**src/rtl/trainer.sv**
```systemverilog
// trainer: sequences one activation unit through forward and optional
// backward (training) passes, one handshake per state.
//
// state | meaning
// IDLE  | waiting for an upstream sample (inp_rdy)
// ARG   | presenting the latched argument to the unit (arg_stb)
// RES   | accepting the unit's result (res_rdy)
// OUT   | presenting the result downstream (out_stb)
// TGT   | accepting the training target (tgt_rdy)
// ERR   | presenting target - result to the unit (err_stb)
// FBK   | accepting the unit's feedback (fbk_rdy)
// DLT   | presenting the feedback upstream (dlt_stb)
module trainer #(
  parameter int ARGW = 16,
  parameter int RESW = 8,
  parameter int ERRW = 16,
  parameter int FBKW = 16
) (
  input  logic            clk,
  input  logic            rst_n,
  input  logic            train,
  input  logic [ARGW-1:0] inp_dat,
  input  logic            inp_stb,
  output logic            inp_rdy,
  input  logic [RESW-1:0] tgt_dat,
  input  logic            tgt_stb,
  output logic            tgt_rdy,
  output logic [ARGW-1:0] arg_dat,
  output logic            arg_stb,
  input  logic            arg_rdy,
  input  logic [RESW-1:0] res_dat,
  input  logic            res_stb,
  output logic            res_rdy,
  output logic            en,
  output logic [ERRW-1:0] err_dat,
  output logic            err_stb,
  input  logic            err_rdy,
  input  logic [FBKW-1:0] fbk_dat,
  input  logic            fbk_stb,
  output logic            fbk_rdy,
  output logic [RESW-1:0] out_dat,
  output logic            out_stb,
  input  logic            out_rdy,
  output logic [FBKW-1:0] dlt_dat,
  output logic            dlt_stb,
  input  logic            dlt_rdy
);

  typedef enum logic [2:0] {IDLE, ARG, RES, OUT, TGT, ERR, FBK, DLT} state_t;

  state_t state, state_nxt;

  logic inp_x, arg_x, res_x, out_x, tgt_x, err_x, fbk_x, dlt_x;
  logic inp_rdy_nxt, arg_stb_nxt, res_rdy_nxt, out_stb_nxt;
  logic tgt_rdy_nxt, err_stb_nxt, fbk_rdy_nxt, dlt_stb_nxt;

  // The result latch is out_dat itself; the error is formed as the target is
  // accepted, in RESW+1 bits so the full -(2^RESW-1)..+(2^RESW-1) range fits.
  logic signed [RESW:0]   err_diff;
  logic        [ERRW-1:0] err_calc;

  assign inp_x = inp_stb & inp_rdy;
  assign arg_x = arg_stb & arg_rdy;
  assign res_x = res_stb & res_rdy;
  assign out_x = out_stb & out_rdy;
  assign tgt_x = tgt_stb & tgt_rdy;
  assign err_x = err_stb & err_rdy;
  assign fbk_x = fbk_stb & fbk_rdy;
  assign dlt_x = dlt_stb & dlt_rdy;

  assign err_diff = $signed({1'b0, tgt_dat}) - $signed({1'b0, out_dat});
  assign err_calc = ERRW'(err_diff);

  // State register
  always_ff @(posedge clk or negedge rst_n) begin
    if (!rst_n) state <= IDLE;
    else        state <= state_nxt;
  end

  // Next-state logic: each state leaves on its own channel's transfer
  always_comb begin
    state_nxt = state;
    case (state)
      IDLE:    if (inp_x) state_nxt = ARG;
      ARG:     if (arg_x) state_nxt = RES;
      RES:     if (res_x) state_nxt = OUT;
      OUT:     if (out_x) state_nxt = en ? TGT : IDLE;
      TGT:     if (tgt_x) state_nxt = ERR;
      ERR:     if (err_x) state_nxt = FBK;
      FBK:     if (fbk_x) state_nxt = DLT;
      DLT:     if (dlt_x) state_nxt = IDLE;
      default: state_nxt = IDLE;
    endcase
  end

  // Output decode from the next state so the registered strobes line up with entry
  always_comb begin
    inp_rdy_nxt = (state_nxt == IDLE);
    arg_stb_nxt = (state_nxt == ARG);
    res_rdy_nxt = (state_nxt == RES);
    out_stb_nxt = (state_nxt == OUT);
    tgt_rdy_nxt = (state_nxt == TGT);
    err_stb_nxt = (state_nxt == ERR);
    fbk_rdy_nxt = (state_nxt == FBK);
    dlt_stb_nxt = (state_nxt == DLT);
  end

  // Registered handshake outputs; reset drops them asynchronously
  always_ff @(posedge clk or negedge rst_n) begin
    if (!rst_n) begin
      inp_rdy <= 1'b0;
      arg_stb <= 1'b0;
      res_rdy <= 1'b0;
      out_stb <= 1'b0;
      tgt_rdy <= 1'b0;
      err_stb <= 1'b0;
      fbk_rdy <= 1'b0;
      dlt_stb <= 1'b0;
    end else begin
      inp_rdy <= inp_rdy_nxt;
      arg_stb <= arg_stb_nxt;
      res_rdy <= res_rdy_nxt;
      out_stb <= out_stb_nxt;
      tgt_rdy <= tgt_rdy_nxt;
      err_stb <= err_stb_nxt;
      fbk_rdy <= fbk_rdy_nxt;
      dlt_stb <= dlt_stb_nxt;
    end
  end

  // Data latches double as the registered data outputs
  always_ff @(posedge clk or negedge rst_n) begin
    if (!rst_n) begin
      arg_dat <= '0;
      en      <= 1'b0;
      out_dat <= '0;
      err_dat <= '0;
      dlt_dat <= '0;
    end else begin
      if (inp_x) begin
        arg_dat <= inp_dat;
        en      <= train;
      end
      if (res_x) out_dat <= res_dat;
      if (tgt_x) err_dat <= err_calc;
      if (fbk_x) dlt_dat <= fbk_dat;
    end
  end

endmodule

```
**config.mk**
```make
export PLATFORM = sky130hd
export DESIGN_NAME = trainer
export DESIGN_NICKNAME = d
export VERILOG_FILES = /design/src/rtl/trainer.sv
export SDC_FILE = /design/constraint.sdc
export NUM_CORES = 1
export LEC_CHECK = 0
export ABC_AREA = 0
export CAP_MARGIN = 30
export CORE_MARGIN = 2
export CORE_UTILIZATION = 35
export DETAILED_ROUTE_END_ITERATION = 12
export DONT_BUFFER_PORTS = 1
export GPL_TIMING_DRIVEN = 0
export SYNTH_ARGS = -nofsm -noshare
export SYNTH_HDL_FRONTEND = slang
export SYNTH_SLANG_ARGS = --single-unit
```
**constraint.sdc**
```tcl
create_clock -name clk -period 2.5 [get_ports clk]
set_input_delay 0.375 -clock clk [delete_from_list [all_inputs] [get_ports clk]]
set_output_delay 0.375 -clock clk [all_outputs]
set_load 0.02 [all_outputs]
```
* Word level (Yosys, flattened, before mapping)
Cells that the tools add are included.
Storage, ports and cells: flip-flop bits (word level) 61, word-level logic and storage cells 49, output and inout port bits 65
Operators by class: bitwise operators 8, reductions and logical operators 2, add/subtract/negate cells 1, mux-type cells 10, equal/unequal tests 14
Operators with widths (number):
- two-way mux 3 bit | 9
- equality test 3 bit (second input constant) | 8
- one-hot mux 3 bit (8 select lines) | 1
- equality test 3 x 2 -> 1 bit (second input constant) | 4
- subtractor 8 x 8 -> 9 bit | 1
- bitwise AND 1 bit | 8
- equality test 3 x 1 -> 1 bit (second input constant) | 2
- zero test 3 bit | 2

* Depth between registers and ports, before layout
Gate-level depths: netlist of run 1.
word-level depth 4, depth in mapped cells 8, mapped depth without buffers 8

* Least setup slack after synthesis of run 1
Ideal clock, no wire load.
kind register to register, start point reg out_dat[0], end point reg, netlist name err_dat[8], cell stages (with the launch flop) 8, arrival time 1.714 ns, buffers on the path 0, setup time 0.121 ns, required time 2.379 ns, path slack 0.665 ns, clock period less this slack 1.835 ns, path through dfrtp_1 ha_1 fa_1 nor2b_1 o31a_1 o31a_1 o21ai_1 a22o_1
On the way: cells in the longest elaborated chain, start to end 1
RTL lines:
- from (decl) | line 41 | output logic [RESW-1:0] out_dat,
- from (signal assigned) | line 144 | if (res_x) out_dat <= res_dat;
- subtractor 8 x 8 -> 9 bit | line 71 | assign err_diff = $signed({1'b0, tgt_dat}) - $signed({1'b0, out_dat});
Every way passes these cells. A chain may end at the register's enable or synchronous reset.

* Worst setup path in the final report of run 1
start point reg out_dat[0], end point reg, netlist name err_dat[8]
On the way: cells in the longest elaborated chain, start to end 1
RTL lines (line):
- subtractor 8 x 8 -> 9 bit | 71
Every way passes these cells.

==> results of run 1 <==
[what timing repair did]
item	CTS	global route
hold endpoints to repair	61	0
hold buffers	2	0
buffers inserted	0	0
[power by group]
group	total [W]	switching (W)	internal, W
logic	0.00149	0.000738	0.000756
registers	0.00235	0.000900	0.00145
clock network	0.000930	0.000434	0.000497
total	0.00477	0.00207	0.00270
[cell usage after synthesis (all sizes together) (2+ instances only)]
cell type and n:
nand3 4, nor2b 2, a211oi 4, a21oi 2, buf 14, and2 3
o31a 2, o22ai 2, nand2 13, o21ai 9, nor3b 3, nor2 10
nor3 3, nand2b 4, ha 8, dfrtp 61, o21a 5, o31ai 2
mux2 42, nand3b 2, inv 10, a21o 2
[kinds of logic after synthesis]
logic type / Yosys count
flip-flops: 61
AND/OR/NAND/NOR: 49
multiplexers: 42
XOR/XNOR: 1
adder cells (fa/ha/maj): 9
buffers and inverters: 25
AO/OA/AOI/OAI: 35
[worst paths after layout]
check / startpoint / end / slack (ns) / depth (start not counted)
min in group asynchronous: rst_n / out_dat[1] / 0.56 / 2
worst min register to register: state[1] / err_stb / 0.59 / 2
worst max-delay path: out_dat[0] / err_dat[8] / 0.45 / 7
worst max register to register: out_dat[0] / err_dat[8] / 0.45 / 7
worst min-delay path: inp_dat[11] / arg_dat[11] / 0.16 / 1
max in group asynchronous: rst_n / out_stb / 1.67 / 2
[final cells by class]
| type | count | share of cell area [%] |
|---|---|---|
| flip-flops and latches | 61 | 47.4 |
| plain buffers | 15 | 3.38 |
| inverters | 10 | 1.17 |
| clock inverters | 6 | 2.14 |
| repair buffers | 2 | 1.17 |
| well taps | 102 | 3.97 |
| multi-input cells | 136 | 36.5 |
| clock buffers | 10 | 4.28 |
[placed cells by master (no fill, tap or decap), types with 5 or more instances in the layout]
master and count:
sky130_fd_sc_hd__dfrtp_1 61, sky130_fd_sc_hd__clkbuf_8 10, sky130_fd_sc_hd__nand2_1 11, sky130_fd_sc_hd__buf_4 7
sky130_fd_sc_hd__o21a_1 5, sky130_fd_sc_hd__mux2_2 21, sky130_fd_sc_hd__o21ai_1 6, sky130_fd_sc_hd__mux2_1 21
sky130_fd_sc_hd__ha_1 8, sky130_fd_sc_hd__nor2_1 10, sky130_fd_sc_hd__inv_1 9
[metrics by stage]
step                      total power, W  hold WS, ns
final                            0.00477        0.163
after global routing             0.00511        0.139
after CTS                        0.00484        0.143
after detailed placement         0.00386       0.0812
after global placement           0.00381       0.0816
after floorplan                  0.00353       0.0794
[metal layers]
| metal | part of all wire, % | track usage, % | vias up |
|---|---|---|---|
| met3 | 7.1 | 5.54 | 11 |
| met4 | 1.9 | 7.13 | 0 |
| met2 | 52 | 23.6 | 66 |
| li1 | - | - | 814 |
| met5 | 0 | 0 | - |
| met1 | 39 | 15.9 | 830 |
[state kept, by name (all words and copies together), names as in the netlist]
name / flops
res_rdy: 1
fbk_rdy: 1
out_stb: 1
inp_rdy: 1
err_stb: 1
arg_dat: 16
tgt_rdy: 1
dlt_stb: 1
dlt_dat: 16
en: 1
arg_stb: 1
out_dat: 8
state: 3
err_dat: 9
==> metrics.txt, run 1 <==
# TYPE chip_impl_metric gauge
chip_impl_metric{name="crit_buf_inv",unit=""} 0
chip_impl_metric{name="synthXorXnorAreaFrac",unit="%"} 0.308
chip_impl_metric{name="buffer_ports.inserted",unit=""} 0
chip_impl_metric{name="post-synth-top-area-fraction",unit="%"} 53.6
chip_impl_metric{name="grt_antenna_before_repair",unit=""} 0
chip_impl_metric{name="yosysWarningCount",unit=""} 0
chip_impl_metric{name="grt_start_max_net_pins",unit=""} 62
chip_impl_metric{name="drv.max_cap_violation_count",unit=""} 0
chip_impl_metric{name="synth_seq_cells",unit=""} 61
chip_impl_metric{name="synth_edf_count",unit=""} 0
chip_impl_metric{name="areaGrowthSynthToFinish",unit="%"} 13.1
chip_impl_metric{name="std_cell_rows",unit=""} 32
chip_impl_metric{name="required",unit="ns"} 2.73
chip_impl_metric{name="fin_nets",unit=""} 303
chip_impl_metric{name="fin_ws",unit="ns"} 0.447
chip_impl_info{name="start_kind",value="register"} 1
chip_impl_metric{name="power-per-cell-area",unit="nW/um^2"} 1480
chip_impl_metric{name="place.gp.congestion",unit=""} 0.725
chip_impl_metric{name="setup_viol_count_final",unit=""} 0
chip_impl_metric{name="fill_cells",unit=""} 744
chip_impl_metric{name="post_cts_resized",unit=""} 0
chip_impl_metric{name="drc_violations_left",unit=""} 0
chip_impl_info{name="critical_path.cell_chain",value="ha_1, fa_1, nor2b_1, o31a_1, o31a_1, o21ai_1, a22o_1"} 1
chip_impl_metric{name="floorplan.core_area",unit="sq um"} 7810
chip_impl_info{name="cts_tree",value="done"} 1
chip_impl_metric{name="final_util",unit="%"} 41.2
chip_impl_metric{name="num_io_pins",unit=""} 124
chip_impl_metric{name="clock_sink_count",unit=""} 61
chip_impl_metric{name="slew_headroom",unit="%"} 54.8
chip_impl_metric{name="final.min_clock_period",unit="ns"} 2.05
chip_impl_metric{name="final_min_period_over_clock_period",unit="%"} 82.1
chip_impl_metric{name="yosys-mux-area-fraction",unit="%"} 16.6
chip_impl_metric{name="fin_setup_tns",unit="ns"} 0
chip_impl_metric{name="post-dp-hpwl",unit="um"} 4490
chip_impl_info{name="critPathMostFrequentCell",value="sky130_fd_sc_hd__o31a_1"} 1
chip_impl_metric{name="register_area",unit="sq um"} 1530
chip_impl_metric{name="dr_total_vias",unit=""} 1721
chip_impl_metric{name="stdcell_count",unit=""} 342
chip_impl_metric{name="timing.critical_path.slowest_cell_delay",unit="ns"} 0.48
chip_impl_metric{name="clk_path_buf_depth",unit=""} 2
chip_impl_info{name="synth_top_cells_by_area",value="sky130_fd_sc_hd__dfrtp_1 (54%), sky130_fd_sc_hd__mux2_1 (8.3%), sky130_fd_sc_hd__mux2_2 (8.3%)"} 1
chip_impl_metric{name="synth_cells",unit=""} 222
chip_impl_metric{name="syn-mean-instance-area",unit="sq um"} 12.8
chip_impl_metric{name="critical_path_arrival",unit="ns"} 2.28
chip_impl_metric{name="grt_usage",unit="%"} 14.3
chip_impl_metric{name="vias_per_cell",unit=""} 5.03
chip_impl_metric{name="hold_viol_final",unit=""} 0
chip_impl_metric{name="synth_seq_area_share",unit="%"} 53.6
chip_impl_metric{name="multi_input_area",unit="sq um"} 1170
chip_impl_info{name="clock-root-buffer",value="sky130_fd_sc_hd__clkbuf_8"} 1
chip_impl_metric{name="detailed_place.area",unit="sq um"} 2970
chip_impl_metric{name="drt_iter0_drc",unit=""} 28
chip_impl_metric{name="clock_transition_at_the_register_clock_pins_on_the_worst_setup_and_hold_paths_after_cts",unit="ns"} 0.08
chip_impl_metric{name="initial_core_util",unit="%"} 36.5
chip_impl_metric{name="synth-compound-area-share",unit="%"} 10.1
chip_impl_info{name="run_status",value="complete, no violations"} 1
chip_impl_info{name="kind_of_path_behind_the_tightest_hold_check",value="input port to register"} 1
chip_impl_metric{name="worst_clock_skew",unit="ns"} 0.00972
chip_impl_metric{name="max-vdd-ir-drop",unit="mV"} 0.540
chip_impl_metric{name="drt.antenna.violating_nets",unit=""} 0
chip_impl_metric{name="final_layout_size_suffix_gt1_share",unit="%"} 25.8
chip_impl_info{name="synth_top_family_by_area",value="multiplexers"} 1
chip_impl_metric{name="gr-total-overflow",unit=""} 0
chip_impl_metric{name="number_of_clock_buffers_inserted_by_tritoncts",unit=""} 9
chip_impl_metric{name="timing_max_transition_violations_final",unit=""} 0
chip_impl_metric{name="routed_wirelength",unit="um"} 6070
chip_impl_metric{name="synth.distinct_cells",unit=""} 49
chip_impl_info{name="grt_setup_unrepaired",value="no"} 1
chip_impl_metric{name="timing_worst_slew_pin_value",unit="ns"} 0.674
chip_impl_info{name="post-synth-top-area-cell",value="sky130_fd_sc_hd__dfrtp_1"} 1
chip_impl_metric{name="synth-adder-area-share",unit="%"} 4.22
chip_impl_metric{name="dpl_worst_slack",unit="ns"} 0.482
chip_impl_metric{name="grt_pass1_vias",unit=""} 1791
chip_impl_info{name="cpLargestDelayFamily",value="adder cells"} 1
chip_impl_info{name="end_kind",value="register"} 1
chip_impl_metric{name="critical_path_peak_fanout",unit=""} 3
chip_impl_metric{name="postLayoutCellArea",unit="sq um"} 3220
chip_impl_metric{name="leakagePower",unit="nW"} 1.47
chip_impl_metric{name="postSynthNetCount",unit=""} 290
chip_impl_info{name="timing_worst_setup_path_type",value="register to register"} 1
chip_impl_metric{name="mappedNetlistArea",unit="sq um"} 2850
chip_impl_metric{name="post_synth_and_or_nand_nor_area_fraction",unit="%"} 10.0
chip_impl_metric{name="wire_per_inst",unit="um"} 17.7
chip_impl_metric{name="clock_tree.htree_level_count",unit=""} 3
chip_impl_metric{name="fp.dieH",unit="um"} 94.2
chip_impl_metric{name="die_w",unit="um"} 94.2
chip_impl_metric{name="drt_pre_antenna_iters",unit=""} 4
chip_impl_info{name="crit_slowest_cell",value="sky130_fd_sc_hd__dfrtp_1"} 1
chip_impl_info{name="ys_dominant_reg_cell",value="sky130_fd_sc_hd__dfrtp_1"} 1
chip_impl_metric{name="clock_insertion_delay_worst_skew",unit="ns"} 0.34
chip_impl_metric{name="die-area",unit="sq um"} 8870
chip_impl_metric{name="async_reset_ff_share",unit="%"} 100
chip_impl_metric{name="post-place-cells",unit=""} 324
chip_impl_metric{name="fmax_achieved",unit="GHz"} 0.487
chip_impl_metric{name="antenna-diode-count",unit=""} 0
chip_impl_metric{name="wire_length_of_the_first_global_routing_pass",unit="um"} 9370
No activity file was read; power rests on OpenSTA's default activity.
==> run 2, diff against run 1 <==
==> constraint.sdc (replaced) <==
create_clock -name clk -period 1.6 [get_ports clk]
set_input_delay 0.24 -clock clk [delete_from_list [all_inputs] [get_ports clk]]
set_output_delay 0.24 -clock clk [all_outputs]
set_load 0.02 [all_outputs]
==> metrics.txt, run 2 (same netlist as run 1, synthesis figures left out) <==
# TYPE chip_impl_metric gauge
chip_impl_info{name="run_status",value="finished, violations left"} 1
chip_impl_info{name="violations_in_the_final_reports",value="negative hold slack, negative setup slack"} 1
chip_impl_metric{name="grt_pass1_vias",unit=""} 1822
chip_impl_metric{name="areaGrowthSynthToFinish",unit="%"} 17.1
chip_impl_info{name="cts_tree",value="done"} 1
chip_impl_metric{name="clock_transition_at_the_register_clock_pins_on_the_worst_setup_and_hold_paths_after_cts",unit="ns"} 0.08
chip_impl_metric{name="drt_pre_antenna_iters",unit=""} 4
chip_impl_metric{name="initial_core_util",unit="%"} 36.5
chip_impl_metric{name="slew_headroom",unit="%"} 71.0
chip_impl_metric{name="dr_total_vias",unit=""} 1741
chip_impl_metric{name="place.gp.congestion",unit=""} 0.775
chip_impl_metric{name="fin_nets",unit=""} 307
chip_impl_info{name="cp-startpoint",value="out_dat[0]"} 1
chip_impl_metric{name="dpl_worst_slack",unit="ns"} -0.288
chip_impl_info{name="kind_of_path_behind_the_tightest_hold_check",value="input port to async pin"} 1
chip_impl_metric{name="clock_insertion_delay_worst_skew",unit="ns"} 0.33
chip_impl_metric{name="vias_per_cell",unit=""} 5.03
chip_impl_metric{name="final_layout_size_suffix_gt1_share",unit="%"} 38.5
chip_impl_metric{name="power.share.clock",unit="%"} 18.0
chip_impl_metric{name="drv.max_cap_violation_count",unit=""} 0
chip_impl_metric{name="grt_antenna_before_repair",unit=""} 0
chip_impl_info{name="reg.largest.list",value="arg_dat x16, dlt_dat x16, err_dat x9"} 1
chip_impl_metric{name="grt_usage",unit="%"} 13.7
chip_impl_info{name="layout.cells.most_common",value="sky130_fd_sc_hd__dfrtp_1"} 1
chip_impl_metric{name="timing_max_transition_violations_final",unit=""} 0
chip_impl_metric{name="die_w",unit="um"} 94.2
chip_impl_metric{name="fmax_achieved",unit="GHz"} 0.533
chip_impl_metric{name="wire_per_inst",unit="um"} 17.0
chip_impl_metric{name="sw_ratio",unit="%"} 42.8
chip_impl_metric{name="required",unit="ns"} 1.82
chip_impl_metric{name="max-vdd-ir-drop",unit="mV"} 1.22
chip_impl_metric{name="drt_iter0_drc",unit=""} 38
chip_impl_metric{name="antenna-diode-count",unit=""} 0
chip_impl_metric{name="grt_start_max_net_pins",unit=""} 62
chip_impl_info{name="end_kind",value="register"} 1
chip_impl_metric{name="drc_violations_left",unit=""} 0
chip_impl_metric{name="clock_tree.htree_level_count",unit=""} 3
chip_impl_metric{name="post-dp-hpwl",unit="um"} 4250
chip_impl_metric{name="whs",unit="ns"} -0.404
chip_impl_info{name="layout.cells.most_common_list",value="sky130_fd_sc_hd__dfrtp_1 (52), sky130_fd_sc_hd__mux2_2 (21), sky130_fd_sc_hd__mux2_1 (21)"} 1
chip_impl_metric{name="fin_ws",unit="ns"} -0.276
chip_impl_metric{name="die-area",unit="sq um"} 8870
chip_impl_metric{name="critical_path_peak_fanout",unit=""} 3
chip_impl_metric{name="wire_length_of_the_first_global_routing_pass",unit="um"} 9140
chip_impl_metric{name="fp.dieH",unit="um"} 94.2
chip_impl_metric{name="worst_clock_skew",unit="ns"} 0.0118
chip_impl_metric{name="floorplan.core_area",unit="sq um"} 7810
chip_impl_metric{name="gr-total-overflow",unit=""} 0
chip_impl_metric{name="std_cell_rows",unit=""} 32
chip_impl_metric{name="clk_path_buf_depth",unit=""} 2
chip_impl_info{name="grt_setup_unrepaired",value="yes"} 1
chip_impl_metric{name="leakagePower",unit="nW"} 1.49
chip_impl_metric{name="routed_wirelength",unit="um"} 5870
chip_impl_metric{name="final_min_period_over_clock_period",unit="%"} 117
chip_impl_metric{name="power.switching",unit="W"} 0.00328
chip_impl_metric{name="clock_sink_count",unit=""} 61
chip_impl_metric{name="power-per-cell-area",unit="nW/um^2"} 2300
chip_impl_metric{name="stdcell_count",unit=""} 346
chip_impl_metric{name="internal_power_component",unit="W"} 0.00438
chip_impl_metric{name="post-place-cells",unit=""} 324
chip_impl_metric{name="num_io_pins",unit=""} 124
chip_impl_info{name="clock-root-buffer",value="sky130_fd_sc_hd__clkbuf_8"} 1
chip_impl_metric{name="critical_path_arrival",unit="ns"} 2.10
chip_impl_info{name="timing_worst_setup_path_type",value="register to register"} 1
chip_impl_metric{name="buffer_ports.inserted",unit=""} 0
chip_impl_metric{name="setup_viol_count_final",unit=""} 9
chip_impl_metric{name="timing_worst_slew_pin_value",unit="ns"} 0.436
chip_impl_metric{name="hold_viol_final",unit=""} 61
chip_impl_metric{name="number_of_clock_buffers_inserted_by_tritoncts",unit=""} 9
chip_impl_metric{name="final.min_clock_period",unit="ns"} 1.88
chip_impl_metric{name="power.sequential.fraction",unit="%"} 48.2
chip_impl_info{name="reg2reg_from",value="out_dat[0]"} 1
chip_impl_metric{name="power_frac_comb",unit="%"} 33.8
chip_impl_metric{name="drt.antenna.violating_nets",unit=""} 0
chip_impl_info{name="start_kind",value="register"} 1
-- run 2: changes by cell type in the layout (fill, tap and decap cells not counted), sizes merged --
cell / before / now
buf: 15 / 19
clkinv: 1 / 5
dlygate4sd3: 1 / 0
clkinvlp: 1 / 0
inv: 13 / 11
-- run 2: critical path, cell delays in order, from the launching register on --
cell                      delay, ns
sky130_fd_sc_hd__dfrtp_2       0.48
sky130_fd_sc_hd__ha_4          0.19
sky130_fd_sc_hd__fa_2          0.36
sky130_fd_sc_hd__nor2b_4       0.13
sky130_fd_sc_hd__o31a_1        0.17
sky130_fd_sc_hd__o31a_1        0.18
sky130_fd_sc_hd__o21ai_1       0.08
sky130_fd_sc_hd__a22o_1        0.17
-- run 2: area by class of cell --
class / count / area (sq um)
buffer: 15 / 113
clock buffer: 9 / 124
clock inverter: 7 / 75.1
fill: 750 / 4470
inverter: 10 / 37.5
multi-input combinational: 136 / 1270
sequential: 61 / 1540
tap: 102 / 128
timing repair buffer: 6 / 45.0
-- run 2: routing by layer --
metal  up-vias  routed length, um  GRT usage (%)
met5         -                  0              0
met4         0                 98           7.37
met3         7                455           4.33
met2        75               2830           21.0
met1       849               2480           17.1
li1        810                  -              -
-- run 2: repair_timing --
| item | 4_1_cts | 5_1_grt |
|---|---|---|
| resized for setup | 13 | 8 |
| setup endpoints to repair | 23 | 16 |
| pin swaps | 5 | 2 |
| buffers inserted | 5 | 1 |
| endpoints found under the hold margin | 61 | 61 |
-- run 2: power groups by stage --
stage / logic (W) / registers, W / clock network, W
final: 0.00259 / 0.00370 / 0.00138
after global routing: 0.00286 / 0.00381 / 0.00150
after CTS: 0.00253 / 0.00372 / 0.00143
after detailed placement: 0.00236 / 0.00374 / 0
after global placement: 0.00231 / 0.00372 / 0
after floorplan: 0.00204 / 0.00355 / 0
-- run 2: worst paths after layout --
path	cells after the start	slack, ns	endpoint
max reg2reg	7	-0.28	err_dat[8]
max	7	-0.28	err_dat[8]
min reg2reg	2	0.58	err_stb
min	0	-0.40	arg_dat[3]
max in group asynchronous	0	1.90	dlt_dat[7]
min in group clk	1	0.03	dlt_dat[3]
-- run 2: stage by stage --
step           hold WS, ns  total power, W  TNS, ns  util, %  area, sq um
2_1_floorplan      -0.0556         0.00559   -0.312        -         2890
3_3_place_gp       -0.0541         0.00603    -2.00     38.6         3010
3_5_place_dp       -0.0536         0.00610    -2.02     38.6         3010
4_1_cts             -0.428         0.00769    -1.11     42.3         3310
5_1_grt             -0.431         0.00817    -1.88     42.7         3330
6_report            -0.404         0.00767    -1.02     42.7         3330
